<file path="config.mk">
export PLATFORM = sky130hd
export DESIGN_NAME = mult_sequencer_flat
export DESIGN_NICKNAME = d
export VERILOG_FILES = /design/src/rtl/mult_sequencer_if.sv /design/src/rtl/mult_sequencer.sv /design/src/flat_wrapper.sv
export SDC_FILE = /design/constraint.sdc
export NUM_CORES = 1
export LEC_CHECK = 0
export CAP_MARGIN = 5
export CORE_MARGIN = 2
export CORE_UTILIZATION = 55
export CTS_CLUSTER_DIAMETER = 80
export DETAILED_ROUTE_END_ITERATION = 8
export PLACE_DENSITY = 0.78
export SETUP_SLACK_MARGIN = 0.02
export SLEW_MARGIN = 5
export SYNTH_ARGS = -nofsm -noshare
export SYNTH_HDL_FRONTEND = slang
export SYNTH_SLANG_ARGS = --single-unit
</file>
<file path="constraint.sdc">
create_clock -name clk -period 3.55 [get_ports clk]
set_input_delay 0.71 -clock clk [delete_from_list [all_inputs] [get_ports clk]]
set_output_delay 0.71 -clock clk [all_outputs]
set_load 0.02 [all_outputs]
</file>
<file path="src/rtl/mult_sequencer_if.sv">
// mult_sequencer_if: request/operand and stall/result signals between the core and the multiply sequencer.
interface mult_sequencer_if #(parameter int WIDTH = 32);
  logic             start;
  logic [WIDTH-1:0] a;
  logic [WIDTH-1:0] b;
  logic             mf_sel;
  logic             stall;
  logic             busy;
  logic             done;
  logic [WIDTH-1:0] hi;
  logic [WIDTH-1:0] lo;
  logic [WIDTH-1:0] rd_data;
  modport master (output start, a, b, mf_sel, input stall, busy, done, hi, lo, rd_data);
  modport slave  (input start, a, b, mf_sel, output stall, busy, done, hi, lo, rd_data);
endinterface

</file>
<file path="src/rtl/mult_sequencer.sv">
// mult_sequencer: signed shift-add multiply over WIDTH+2 cycles, committing the product to HI/LO.
module mult_sequencer #(
  parameter int WIDTH = 32
) (
  input logic               clk,
  input logic               rst,
  mult_sequencer_if.slave   bus
);
  localparam int CW = $clog2(WIDTH + 1);
  typedef enum logic [1:0] {IDLE, RUN, FIX, DONE} state_t;
  state_t             state_q;
  logic [2*WIDTH-1:0] ma_q, acc_q;
  logic [WIDTH-1:0]   mb_q, hi_q, lo_q, a_mag, b_mag;
  logic [CW-1:0]      cnt_q;
  logic               neg_q, busy_q, done_q;
  // Magnitudes as unsigned: the most negative value negates to itself, which is 2^(WIDTH-1) unsigned.
  assign a_mag = bus.a[WIDTH-1] ? -bus.a : bus.a;
  assign b_mag = bus.b[WIDTH-1] ? -bus.b : bus.b;
  always_ff @(posedge clk) begin
    if (rst) begin
      state_q <= IDLE;
      ma_q    <= '0;
      mb_q    <= '0;
      acc_q   <= '0;
      cnt_q   <= '0;
      neg_q   <= 1'b0;
      hi_q    <= '0;
      lo_q    <= '0;
      busy_q  <= 1'b0;
      done_q  <= 1'b0;
    end else begin
      case (state_q)
        IDLE: begin
          done_q <= 1'b0;
          if (bus.start) begin
            ma_q    <= {{WIDTH{1'b0}}, a_mag};
            mb_q    <= b_mag;
            neg_q   <= bus.a[WIDTH-1] ^ bus.b[WIDTH-1];
            acc_q   <= '0;
            cnt_q   <= '0;
            busy_q  <= 1'b1;
            state_q <= RUN;
          end
        end
        RUN: begin
          // ma_q is pre-shifted each cycle, so it always equals |a| << count.
          acc_q   <= mb_q[0] ? acc_q + ma_q : acc_q;
          ma_q    <= ma_q << 1;
          mb_q    <= mb_q >> 1;
          cnt_q   <= cnt_q + 1'b1;
          state_q <= (cnt_q == CW'(WIDTH - 1)) ? FIX : RUN;
        end
        FIX: begin
          {hi_q, lo_q} <= neg_q ? -acc_q : acc_q;
          busy_q       <= 1'b0;
          done_q       <= 1'b1;
          state_q      <= DONE;
        end
        default: begin
          done_q  <= 1'b0;
          state_q <= IDLE;
        end
      endcase
    end
  end
  assign bus.stall   = (state_q == IDLE) ? bus.start : busy_q;
  assign bus.busy    = busy_q;
  assign bus.done    = done_q;
  assign bus.hi      = hi_q;
  assign bus.lo      = lo_q;
  assign bus.rd_data = bus.mf_sel ? hi_q : lo_q;
endmodule

</file>
<file path="src/flat_wrapper.sv">
// flat-port wrapper written by rule: the top's interface ports become plain ports
module mult_sequencer_flat 
#(
  parameter int WIDTH = 32
)
  (clk, rst, bus_start, bus_a, bus_b, bus_mf_sel, bus_stall, bus_busy, bus_done, bus_hi, bus_lo, bus_rd_data);
  mult_sequencer_if #(.WIDTH(WIDTH)) bus_i ();
  input logic clk;
  input logic rst;
  input wire logic [$bits(bus_i.start)-1:0] bus_start;
  input wire logic [$bits(bus_i.a)-1:0] bus_a;
  input wire logic [$bits(bus_i.b)-1:0] bus_b;
  input wire logic [$bits(bus_i.mf_sel)-1:0] bus_mf_sel;
  output wire logic [$bits(bus_i.stall)-1:0] bus_stall;
  output wire logic [$bits(bus_i.busy)-1:0] bus_busy;
  output wire logic [$bits(bus_i.done)-1:0] bus_done;
  output wire logic [$bits(bus_i.hi)-1:0] bus_hi;
  output wire logic [$bits(bus_i.lo)-1:0] bus_lo;
  output wire logic [$bits(bus_i.rd_data)-1:0] bus_rd_data;
  assign bus_i.start = bus_start;
  assign bus_i.a = bus_a;
  assign bus_i.b = bus_b;
  assign bus_i.mf_sel = bus_mf_sel;
  assign bus_stall = bus_i.stall;
  assign bus_busy = bus_i.busy;
  assign bus_done = bus_i.done;
  assign bus_hi = bus_i.hi;
  assign bus_lo = bus_i.lo;
  assign bus_rd_data = bus_i.rd_data;
  mult_sequencer #(.WIDTH(WIDTH)) u_core (.clk(clk), .rst(rst), .bus(bus_i));
endmodule
</file>
### After elaboration in Yosys (flattened, before gate mapping)

Cells that the tools add are included.

| storage, ports and cells | value |
|---|---|
| register bits after elaboration | 235 |
| input bits | 68 |
| output and inout bits | 99 |
| word-level logic and storage cells | 48 |

| operators by class | value |
|---|---|
| $add $sub $neg | 5 |
| equality and inequality tests | 5 |
| mux-type cells | 20 |
| bitwise gates (word level) | 1 |
| reduce and logical (&&, ||, !) cells | 7 |

Operator list:

| cell | number |
|---|---|
| $mux W64 | 4 |
| $pmux W64 S2 | 2 |
| $mux W32 | 4 |
| $add A64 B64 Y64 | 1 |
| $neg A32 Y32 | 2 |
| $neg A64 Y64 | 1 |
| $pmux W32 S2 | 1 |
| $pmux W6 S2 | 1 |
| $add A6 B1 Y6 const B | 1 |
| $eq A6 B5 Y1 const B | 1 |
| $mux W6 | 1 |
| $pmux W2 S3 | 1 |
| $reduce_and A2 Y1 | 3 |
| $mux W2 | 2 |
| $pmux W1 S2 | 2 |
| $reduce_bool A2 Y1 | 2 |
| $reduce_and A3 Y1 | 1 |
| $eq A2 B1 Y1 const B | 1 |
| $eq A2 B2 Y1 const B | 1 |
| $logic_not A2 Y1 | 1 |
| $mux W1 | 2 |
| $ne A2 B1 Y1 const B | 1 |
| $ne A2 B2 Y1 const B | 1 |
| $xor A1 B1 Y1 | 1 |

### Logic depth before layout (Yosys ltp)

Gate-level depths: netlist of run 1.

| depth | value |
|---|---|
| word-level depth | 4 |
| gate-level depth with buffers | 13 |

### Least setup slack after synthesis of run 1

No wires, ideal clock.

| timing path | value |
|---|---|
| path type | input port to flip-flop |
| from | in bus_b[11] |
| to | reg u_core.mb_q[27] |
| arrival time | 3.153 ns |
| data required time | 3.479 ns |
| path slack | 0.326 ns |
| cell stages on the path | 9 |
| cells stage by stage | or4_4 -> or4_4 -> or4_1 -> or2_1 -> or2_1 -> o41ai_2 -> xnor2_1 -> nand2_1 -> a21oi_1 |

| on the way | value |
|---|---|
| cells in the longest elaborated chain, start to end | 4 |

RTL lines:

| element | line | RTL |
|---|---|---|
| start, declared | flat_wrapper.sv:12 | `input wire logic [$bits(bus_i.b)-1:0] bus_b;` |
| $neg A32 Y32 | mult_sequencer.sv:18 | `assign b_mag = bus.b[WIDTH-1] ? -bus.b : bus.b;` |
| $mux W32 | mult_sequencer.sv:18 |  |
| $mux W32 | mult_sequencer.sv:35 | `if (bus.start) begin` |
| $pmux W32 S2 | mult_sequencer.sv:32 | `case (state_q)` |
| end signal, assigned | mult_sequencer.sv:37 | `mb_q <= b_mag;` |
| end signal, assigned | mult_sequencer.sv:49 | `mb_q <= mb_q >> 1;` |
| end, declared | mult_sequencer.sv:13 | `logic [WIDTH-1:0] mb_q, hi_q, lo_q, a_mag, b_mag;` |

Every way passes these cells. The select of a mux whose other input is x is not followed.
A chain may end at the register's enable or synchronous reset.

### Worst setup path in the final report of run 1

| timing path | value |
|---|---|
| from | reg u_core.acc_q[16] |
| to | reg u_core.hi_q[14], in the netlist u_core.bus.hi[14] |

| on the way | value |
|---|---|
| cells in the longest elaborated chain, start to end | 2 |

RTL lines:

| element | line | RTL |
|---|---|---|
| start, declared | mult_sequencer.sv:12 | `logic [2*WIDTH-1:0] ma_q, acc_q;` |
| start signal, assigned | mult_sequencer.sv:47 | `acc_q <= mb_q[0] ? acc_q + ma_q : acc_q;` |
| $neg A64 Y64 | mult_sequencer.sv:54 | `{hi_q, lo_q} <= neg_q ? -acc_q : acc_q;` |
| $mux W64 | mult_sequencer.sv:54 |  |
| end signal, assigned | mult_sequencer.sv:54 |  |
| end, declared | mult_sequencer.sv:13 |  |

Every way passes these cells.

==> results of run 1 <==
-- flip-flops by register name (all words and copies together) (netlist names), 2 cells and up --
name,flops
u_core.bus.lo,32
u_core.state_q,2
u_core.bus.hi,32
u_core.mb_q,32
u_core.ma_q,64
u_core.acc_q,64
u_core.cnt_q,6
-- final cells by class --
| type | instances | area share [%] |
|---|---|---|
| multi-input cells | 1475 | 52.3 |
| flip-flops and latches | 235 | 25.3 |
| repair buffers | 298 | 14.6 |
| clock buffers | 33 | 3.85 |
| well taps | 341 | 2.30 |
| clock inverters | 10 | 0.997 |
| inverters | 33 | 0.667 |
-- layer usage --
metal / track usage [%] / part of all wire [%]
met5: 0 / 0
met4: 8.32 / 2.7
met3: 3.79 / 6.9
met2: 47.3 / 44
met1: 41.8 / 46
-- synth_stat cells (34+ instances only) --
cell,instances
a21o_1,34
clkbuf_1,109
nand3_1,56
o21ai_0,70
a211oi_1,58
dfxtp_1,235
xnor2_1,104
nor2_1,158
ha_1,67
a21oi_1,194
a22o_1,36
xor2_1,69
nand2_1,206
o31ai_1,36
a22oi_1,76
-- cell families (layout without fill, tap and decap cells) --
family | count (synthesis) | count (layout) | synth area share, %
xor gates and xnor gates | 173 | 173 | 10.1
adders and majority gates | 68 | 68 | 5.73
muxes | 35 | 35 | 2.61
buffers and inverters | 165 | 374 | 4.32
AOI/OAI and AO/OA | 621 | 621 | 27.7
DFF | 235 | 235 | 31.4
and+or+nand+nor | 578 | 578 | 18.1
-- stage by stage --
stage,power (W),setup TNS (ns),util [%],worst slack (ns),instances
global placement,0.00365,-0.860,65.5,-0.166,2379
detailed placement,0.00367,-1.30,65.5,-0.233,2379
floorplan,0.00335,0,-,0.326,1875
CTS,0.00649,0,68.9,0.0625,2422
global route,0.00670,-0.0190,69.1,-0.0190,2425
finish,0.00649,0,69.1,0.128,2425
-- worst paths after layout --
check / startpoint / end / cells past startpoint
worst min-delay path: u_core.ma_q[61] / u_core.ma_q[62] / 2
worst max-delay path: u_core.acc_q[16] / u_core.bus.hi[14] / 12
worst min register to register: u_core.ma_q[61] / u_core.ma_q[62] / 2
worst max register to register: u_core.acc_q[16] / u_core.bus.hi[14] / 12
-- timing repair --
item	CTS	global route
hold buffers	0	0
resized for setup	0	10
setup endpoints to repair	0	10
setup buffers	0	3
-- worst min-delay path, delay by kind of cell, from the launching register on --
family	cells	cell delay, ns
AND/OR/NAND/NOR	1	0.06
AO/OA/AOI/OAI	1	0.05
flip-flops	1	0.32
-- report_power, final --
part	internal [W]	total, W	leakage, nW	switching, W
Sequential	0.00271	0.00278	1.90	0.0000701
Clock	0.00177	0.00286	0.441	0.00109
Combinational	0.000359	0.000852	4.97	0.000493
Total	0.00484	0.00649	7.31	0.00165
==> flow_metrics.tcl, run 1 <==
set metrics [dict create \
    syn_area_sq_um 15000 \
    whs_ns 0.473 \
    diodes 0 \
    syn_area_per_cell_sq_um 7.99 \
    initial_core_util_pct 55.8 \
    slowest_stage "or4_4" \
    endpoint_kind "flip-flop" \
    dieArea_sq_um 28600 \
    synthArstFlopShare_pct 0 \
    avgViaCountPerCell 6.03 \
    grt.overflow.total 0 \
    peakVddDrop_mv 0.334 \
    ys.flop_type "dfxtp_1" \
    cp_max_fo 5 \
    cts_sinks 235 \
    synth_nets 2011 \
    r2r_slack_ns 0.13 \
    drive_above_1_share_pct 12.7 \
    postRouteAntennaNets 0 \
    die_w_microns 169 \
    postSynthCellCount 1875 \
    hold_viol 0 \
    final_cell_mix "dfxtp_1 (234), nand2_1 (206), a21oi_1 (193)" \
    cp_cell_sequence "buf_4, or4_4, nor4_4, nand3_2, or4_1, or4_4, inv_2, nand2_1, o21ai_2, xor2_1, buf_4, a211oi_1" \
    drtIter0Drc 1180 \
    yosysWarnings 0 \
    grt_pass1_vias 13500 \
    area_growth_pct 23.9 \
    fillerInstances 2259 \
    ys_types 77 \
    hold_path.class "reg2reg" \
    cap_violations 0 \
    place_area_sq_um 17600 \
    p_leak_nw 7.31 \
    setup_viol 0 \
    rsz0062_at_grt "yes" \
    die_y_microns 169 \
    grt_pass1_wl_microns 69600 \
    cts_buffer_depth 3 \
    p_per_area_nw_per_um2 349 \
    final_common_cell "dfxtp_1" \
    ys_seq_area_share_pct 31.4 \
    drc 0 \
    pin_count 167 \
    routed_wirelength_microns 43200 \
    path_class "reg2reg" \
    synth_area_leaders "dfxtp_1 (31%), a21oi_1 (6.5%), xnor2_1 (6.1%)" \
    crit_required_ns 3.92 \
    grt_max_degree 125 \
    outcome "complete, no violations" \
    clk_latency_ns 0.53 \
    finalCritPeriodShare_pct 96.4 \
    clock-root-buffer "clkbuf_16" \
    hpwl_microns 32900 \
    htree_num_levels 1 \
    track_usage_pct 29.5 \
    tightest_slew_ns 0.947 \
    postLayoutCellArea_sq_um 18600 \
    avgRoutedWirePerCell_microns 17.8 \
    portBuffers 166 \
    gp_congestion 0.956 \
    vias 14600 \
    cts_buffers 25 \
    drt_pre_antenna_iters 5 \
    max_freq_mhz 292 \
    path_delay_family "simple AND/OR/NAND/NOR gates" \
    ys_ff_latch 235 \
    num_rows 60 \
    antenna_found_initial 0 \
    final_max_slew_viol_count 0 \
    worstPathArrival_ns 3.79 \
    cts.clk_slew.worst_paths_ns 0.06 \
    cp-start-kind "flip-flop" \
    layout_min_cycle_time_ns 3.42 \
    synth_edf_count 0 \
    slowest_delay_ns 0.57 \
    fin_skew_ns 0.0196 \
    cts_tree "built" \
    ff_latch_area_sq_um 4710 \
    fp.coreArea_sq_um 26900 \
    fin_nets 2204 \
    synth_area_leader_cell "dfxtp_1" \
    worst_slew_margin_rel_pct 36.9 \
    synth_top_area_share_pct 31.4 \
    path_buf_inv 3 \
    multi_input_area_sq_um 9710 \
]
Note: power is estimated with default switching activity, not from simulation.
==> run 2, diff against run 1 <==
- CORE_UTILIZATION: 55 -> 45
- GPL_TIMING_DRIVEN: unset -> 0
- PLACE_DENSITY: 0.78 -> 0.66
==> flow_metrics.tcl, run 2 (synthesis gave the netlist of run 1 again) <==
set metrics [dict create \
    outcome "complete, no violations" \
    reg_top3 "u_core.acc_q x64, u_core.ma_q x64" \
    fin_skew_ns 0.00894 \
    tightest_slew_ns 0.920 \
    grt_pass1_wl_microns 75000 \
    cp_cell_sequence "or4_4, nor4_4, nand3_2, or4_1, or4_1, inv_2, nand3_1, o21ai_2, xor2_1, a211oi_1" \
    hold_viol 0 \
    slowest_delay_ns 0.59 \
    cts.clk_slew.worst_paths_ns 0.06 \
    endpoint_kind "flip-flop" \
    postRouteAntennaNets 0 \
    finalCritPeriodShare_pct 96.1 \
    max_freq_mhz 293 \
    worstPathArrival_ns 3.78 \
    total_power_w 0.00626 \
    cts_buffers 27 \
    clk_latency_ns 0.53 \
    pin_count 167 \
    fin_cells 2527 \
    path_buf_inv 1 \
    fin_tns_setup_ns 0 \
    avgRoutedWirePerCell_microns 18.9 \
    initial_core_util_pct 45.8 \
    clock-root-buffer "clkbuf_16" \
    drtIter0Drc 1117 \
    layout_min_cycle_time_ns 3.41 \
    path_delay_family "simple AND/OR/NAND/NOR gates" \
    htree_num_levels 1 \
    drt_pre_antenna_iters 5 \
    dieArea_sq_um 34800 \
    fp.coreArea_sq_um 32700 \
    vias 14600 \
    drive_above_1_share_pct 7.39 \
    cts_buffer_depth 3 \
    place_inst 2482 \
    slowest_stage "or4_4" \
    hold_path.class "reg2reg" \
    place_ws_ns -0.473 \
    cp_common_cell "or4_1" \
    track_usage_pct 26.3 \
    gp_congestion 0.943 \
    portBuffers 165 \
    grt.overflow.total 0 \
    antenna_found_initial 1 \
    fin_nets 2202 \
    cp-start-kind "flip-flop" \
    cts_sinks 235 \
    crit_required_ns 3.92 \
    cts_hold_buffers 0 \
    cts_tree "built" \
    grt_max_degree 13 \
    avgViaCountPerCell 5.79 \
    grt_pass1_vias 13700 \
    peakVddDrop_mv 0.310 \
    drc 0 \
    num_rows 66 \
    p_leak_nw 6.91 \
    setup_viol 0 \
    area_growth_pct 21.8 \
    hpwl_microns 38100 \
    die_w_microns 186 \
    rsz0062_at_grt "no" \
    die_y_microns 186 \
    final_cell_mix "dfxtp_1 (229), nand2_1 (206), a21oi_1 (191)" \
    worst_slew_margin_rel_pct 38.2 \
    cap_violations 0 \
    final_max_slew_viol_count 0 \
    final_common_cell "dfxtp_1" \
    routed_wirelength_microns 47600 \
    p_per_area_nw_per_um2 343 \
    fin_ws_ns 0.139 \
    cp_max_fo 7 \
    path_class "reg2reg" \
]
==> run 2: area by class of cell <==
| cell class | instances | area, sq um |
|---|---|---|
| flip-flops and latches | 235 | 4720 |
| diodes | 1 | 2.50 |
| inverters | 33 | 124 |
| well taps | 442 | 553 |
| clock buffers | 39 | 801 |
| clock inverters | 8 | 50.0 |
| fillers | 3132 | 14500 |
| multi-input cells | 1475 | 9810 |
| repair buffers | 171 | 1700 |
| plain buffers | 123 | 490 |
==> run 2: routing by layer <==
| layer | routed length (microns) | up-vias | track usage [%] |
|---|---|---|---|
| li1 | - | 7250 | - |
| met1 | 22400 | 6802 | 36.7 |
| met2 | 20400 | 506 | 41.6 |
| met3 | 3460 | 75 | 4.50 |
| met4 | 1320 | 0 | 8.15 |
| met5 | 0 | - | 0 |
==> run 2: where the power goes <==
group | internal [W] | leakage (nW) | switching, W
sequential | 0.00271 | 1.91 | 0.0000611
combinational | 0.000324 | 4.58 | 0.000528
clock | 0.00156 | 0.423 | 0.00108
total | 0.00459 | 6.91 | 0.00167
==> run 2: stage by stage <==
step / cell area (sq um) / hold WS [ns] / utilization, %
floorplan: 15000 / 0.445 / -
global placement: 17200 / 0.456 / 52.6
detailed placement: 17200 / 0.458 / 52.6
CTS: 18100 / 0.465 / 55.5
global route: 18200 / 0.482 / 55.8
finish: 18200 / 0.466 / 55.8
==> run 2: what timing repair did <==
action / 4_1_cts / 5_1_grt
endpoints found under the setup margin: 19 / 23
resized for setup: 13 / 30
setup buffers: 2 / 4
pin swaps: 4 / 5
==> run 2: worst paths after layout <==
check / endpoint / startpoint / slack, ns / cells after the start
max: u_core.bus.hi[22] / u_core.acc_q[16] / 0.14 / 10
min: u_core.mb_q[0] / u_core.mb_q[0] / 0.47 / 2
max reg2reg: u_core.bus.hi[22] / u_core.acc_q[16] / 0.14 / 10
min reg2reg: u_core.mb_q[0] / u_core.mb_q[0] / 0.47 / 2
==> run 2: worst reg2reg max path, stage by stage, from the launching register on <==
cell and delay, ns:
dfxtp_2 0.38, or4_4 0.59, nor4_4 0.25, nand3_2 0.19
or4_1 0.54, or4_1 0.48, inv_2 0.08, nand3_1 0.17
o21ai_2 0.18, xor2_1 0.28, a211oi_1 0.12
==> run 3, diff against run 2 <==
- HOLD_SLACK_MARGIN: unset -> 0.03
- PLACE_DENSITY: 0.66 -> unset
- PLACE_DENSITY_LB_ADDON: unset -> 0.05
==> flow_metrics.tcl, run 3 (synthesis gave the netlist of run 1 again) <==
set metrics [dict create \
    outcome "complete, no violations" \
    avgRoutedWirePerCell_microns 18.9 \
    path_delay_family "simple AND/OR/NAND/NOR gates" \
    track_usage_pct 26.3 \
    total_power_w 0.00645 \
    worstPathArrival_ns 3.92 \
    cts_buffers 27 \
    dieArea_sq_um 34800 \
    path_class "reg2reg" \
    hpwl_microns 38300 \
    pin_count 167 \
    vias 14600 \
    drtIter0Drc 1023 \
    grt_pass1_wl_microns 74600 \
    final_cell_mix "dfxtp_1 (231), nand2_1 (206), a21oi_1 (191)" \
    grt_pass1_vias 13700 \
    postRouteAntennaNets 0 \
    fp.coreArea_sq_um 32700 \
    cts_buffer_depth 3 \
    hold_path.class "reg2reg" \
    fin_nets 2210 \
    drc 0 \
    diodes 0 \
    initial_core_util_pct 45.8 \
    p_per_area_nw_per_um2 352 \
    slowest_delay_ns 0.44 \
    portBuffers 165 \
    crit_required_ns 3.98 \
    fin_ws_ns 0.0681 \
    place_ws_ns -0.626 \
    path_buf_inv 1 \
    cap_violations 0 \
    avgViaCountPerCell 5.77 \
    peakVddDrop_mv 0.339 \
    cts_sinks 235 \
    cp_max_fo 8 \
    p_leak_nw 6.93 \
    routed_wirelength_microns 47900 \
    clock-root-buffer "clkbuf_16" \
    final_common_cell "dfxtp_1" \
    rsz0062_at_grt "yes" \
    die_w_microns 186 \
    worst_slew_margin_rel_pct 18.2 \
    clk_latency_ns 0.56 \
    drt_pre_antenna_iters 5 \
    gp_congestion 0.883 \
    htree_num_levels 1 \
    slowest_stage "nor3_2" \
    tightest_slew_ns 1.22 \
    fin_skew_ns 0.0315 \
    cts.clk_slew.worst_paths_ns 0.07 \
    max_freq_mhz 287 \
    grt_max_degree 14 \
    finalCritPeriodShare_pct 98.1 \
    cp-start-kind "flip-flop" \
    setup_viol 0 \
    num_rows 66 \
    fillerInstances 3189 \
    final_max_slew_viol_count 0 \
    cts_tree "built" \
    ff_latch_area_sq_um 4710 \
    antenna_found_initial 0 \
    final_util_pct 56.0 \
    r2r-start "u_core.acc_q[33]" \
    hold_viol 0 \
    area_growth_pct 22.2 \
    drive_above_1_share_pct 7.64 \
    layout_min_cycle_time_ns 3.48 \
    reg_top3 "u_core.acc_q x64, u_core.ma_q x64" \
    multi_input_area_sq_um 9760 \
    whs_ns 0.466 \
    die_y_microns 186 \
    cp-startpoint "u_core.acc_q[33]" \
    grt.overflow.total 0 \
    fin_tns_setup_ns 0 \
    endpoint_kind "flip-flop" \
    hold_start "u_core.ma_q[43]" \
    cp_cell_sequence "ha_1, clkbuf_1, nand2_1, nor3_2, nand4_1, nand3_1, nor3_4, a211oi_1, o2111ai_1, and4_1, o21ai_0, o31ai_1" \
]
==> run 3: cell count changes in the layout (fill, tap and decap cells not counted), sizes merged <==
cell      change
clkbuf        -2
inv           +1
buf           +5
diode         -1
clkinv        +1
bufinv        +2
clkinvlp      +4
==> run 3: layout make-up <==
type / instances / area share, %
buffer: 126 / 2.76
clock buffer: 34 / 4.16
clock inverter: 16 / 0.841
inverter: 33 / 0.677
multi-input combinational: 1475 / 53.3
sequential: 235 / 25.7
tap: 442 / 3.02
timing repair buffer: 176 / 9.47
==> run 3: worst paths after layout <==
check                endpoint  slack (ns)  cells past startpoint
max          u_core.acc_q[63]        0.07                     12
min reg2reg   u_core.ma_q[44]        0.47                      2
max reg2reg  u_core.acc_q[63]        0.07                     12
min           u_core.ma_q[44]        0.47                      2
==> run 3: stage by stage <==
stage,std cells,area [sq um]
finish,2537,18300
global placement,2482,17200
detailed placement,2482,17200
CTS,2536,18200
floorplan,1875,15000
global route,2537,18300
==> run 3: layer usage <==
layer	track usage [%]	vias to the layer above	routed length, microns
met5	0	-	0
met4	6.68	0	1170
met3	3.01	69	2930
met2	43.9	459	21600
met1	36.3	6826	22300
li1	-	7276	-
==> run 3: timing repair <==
| item | in CTS | in global routing |
|---|---|---|
| setup buffers | 4 | 7 |
| endpoints found under the hold margin | 0 | 0 |
| hold buffers | 0 | 0 |
| cloned | 0 | 0 |
| pin swaps | 5 | 6 |
| resized for setup | 15 | 22 |
| endpoints found under the setup margin | 20 | 20 |
==> run 3: tightest hold or removal path, cell delays in order (launching register included) <==
cell     delay (ns)
dfxtp_1        0.32
nand2_1        0.06
a21oi_1        0.05
==> run 3: where the power goes <==
part	switching, W	total [W]	internal [W]
Clock	0.00116	0.00283	0.00167
Sequential	0.0000645	0.00277	0.00271
Combinational	0.000523	0.000849	0.000326
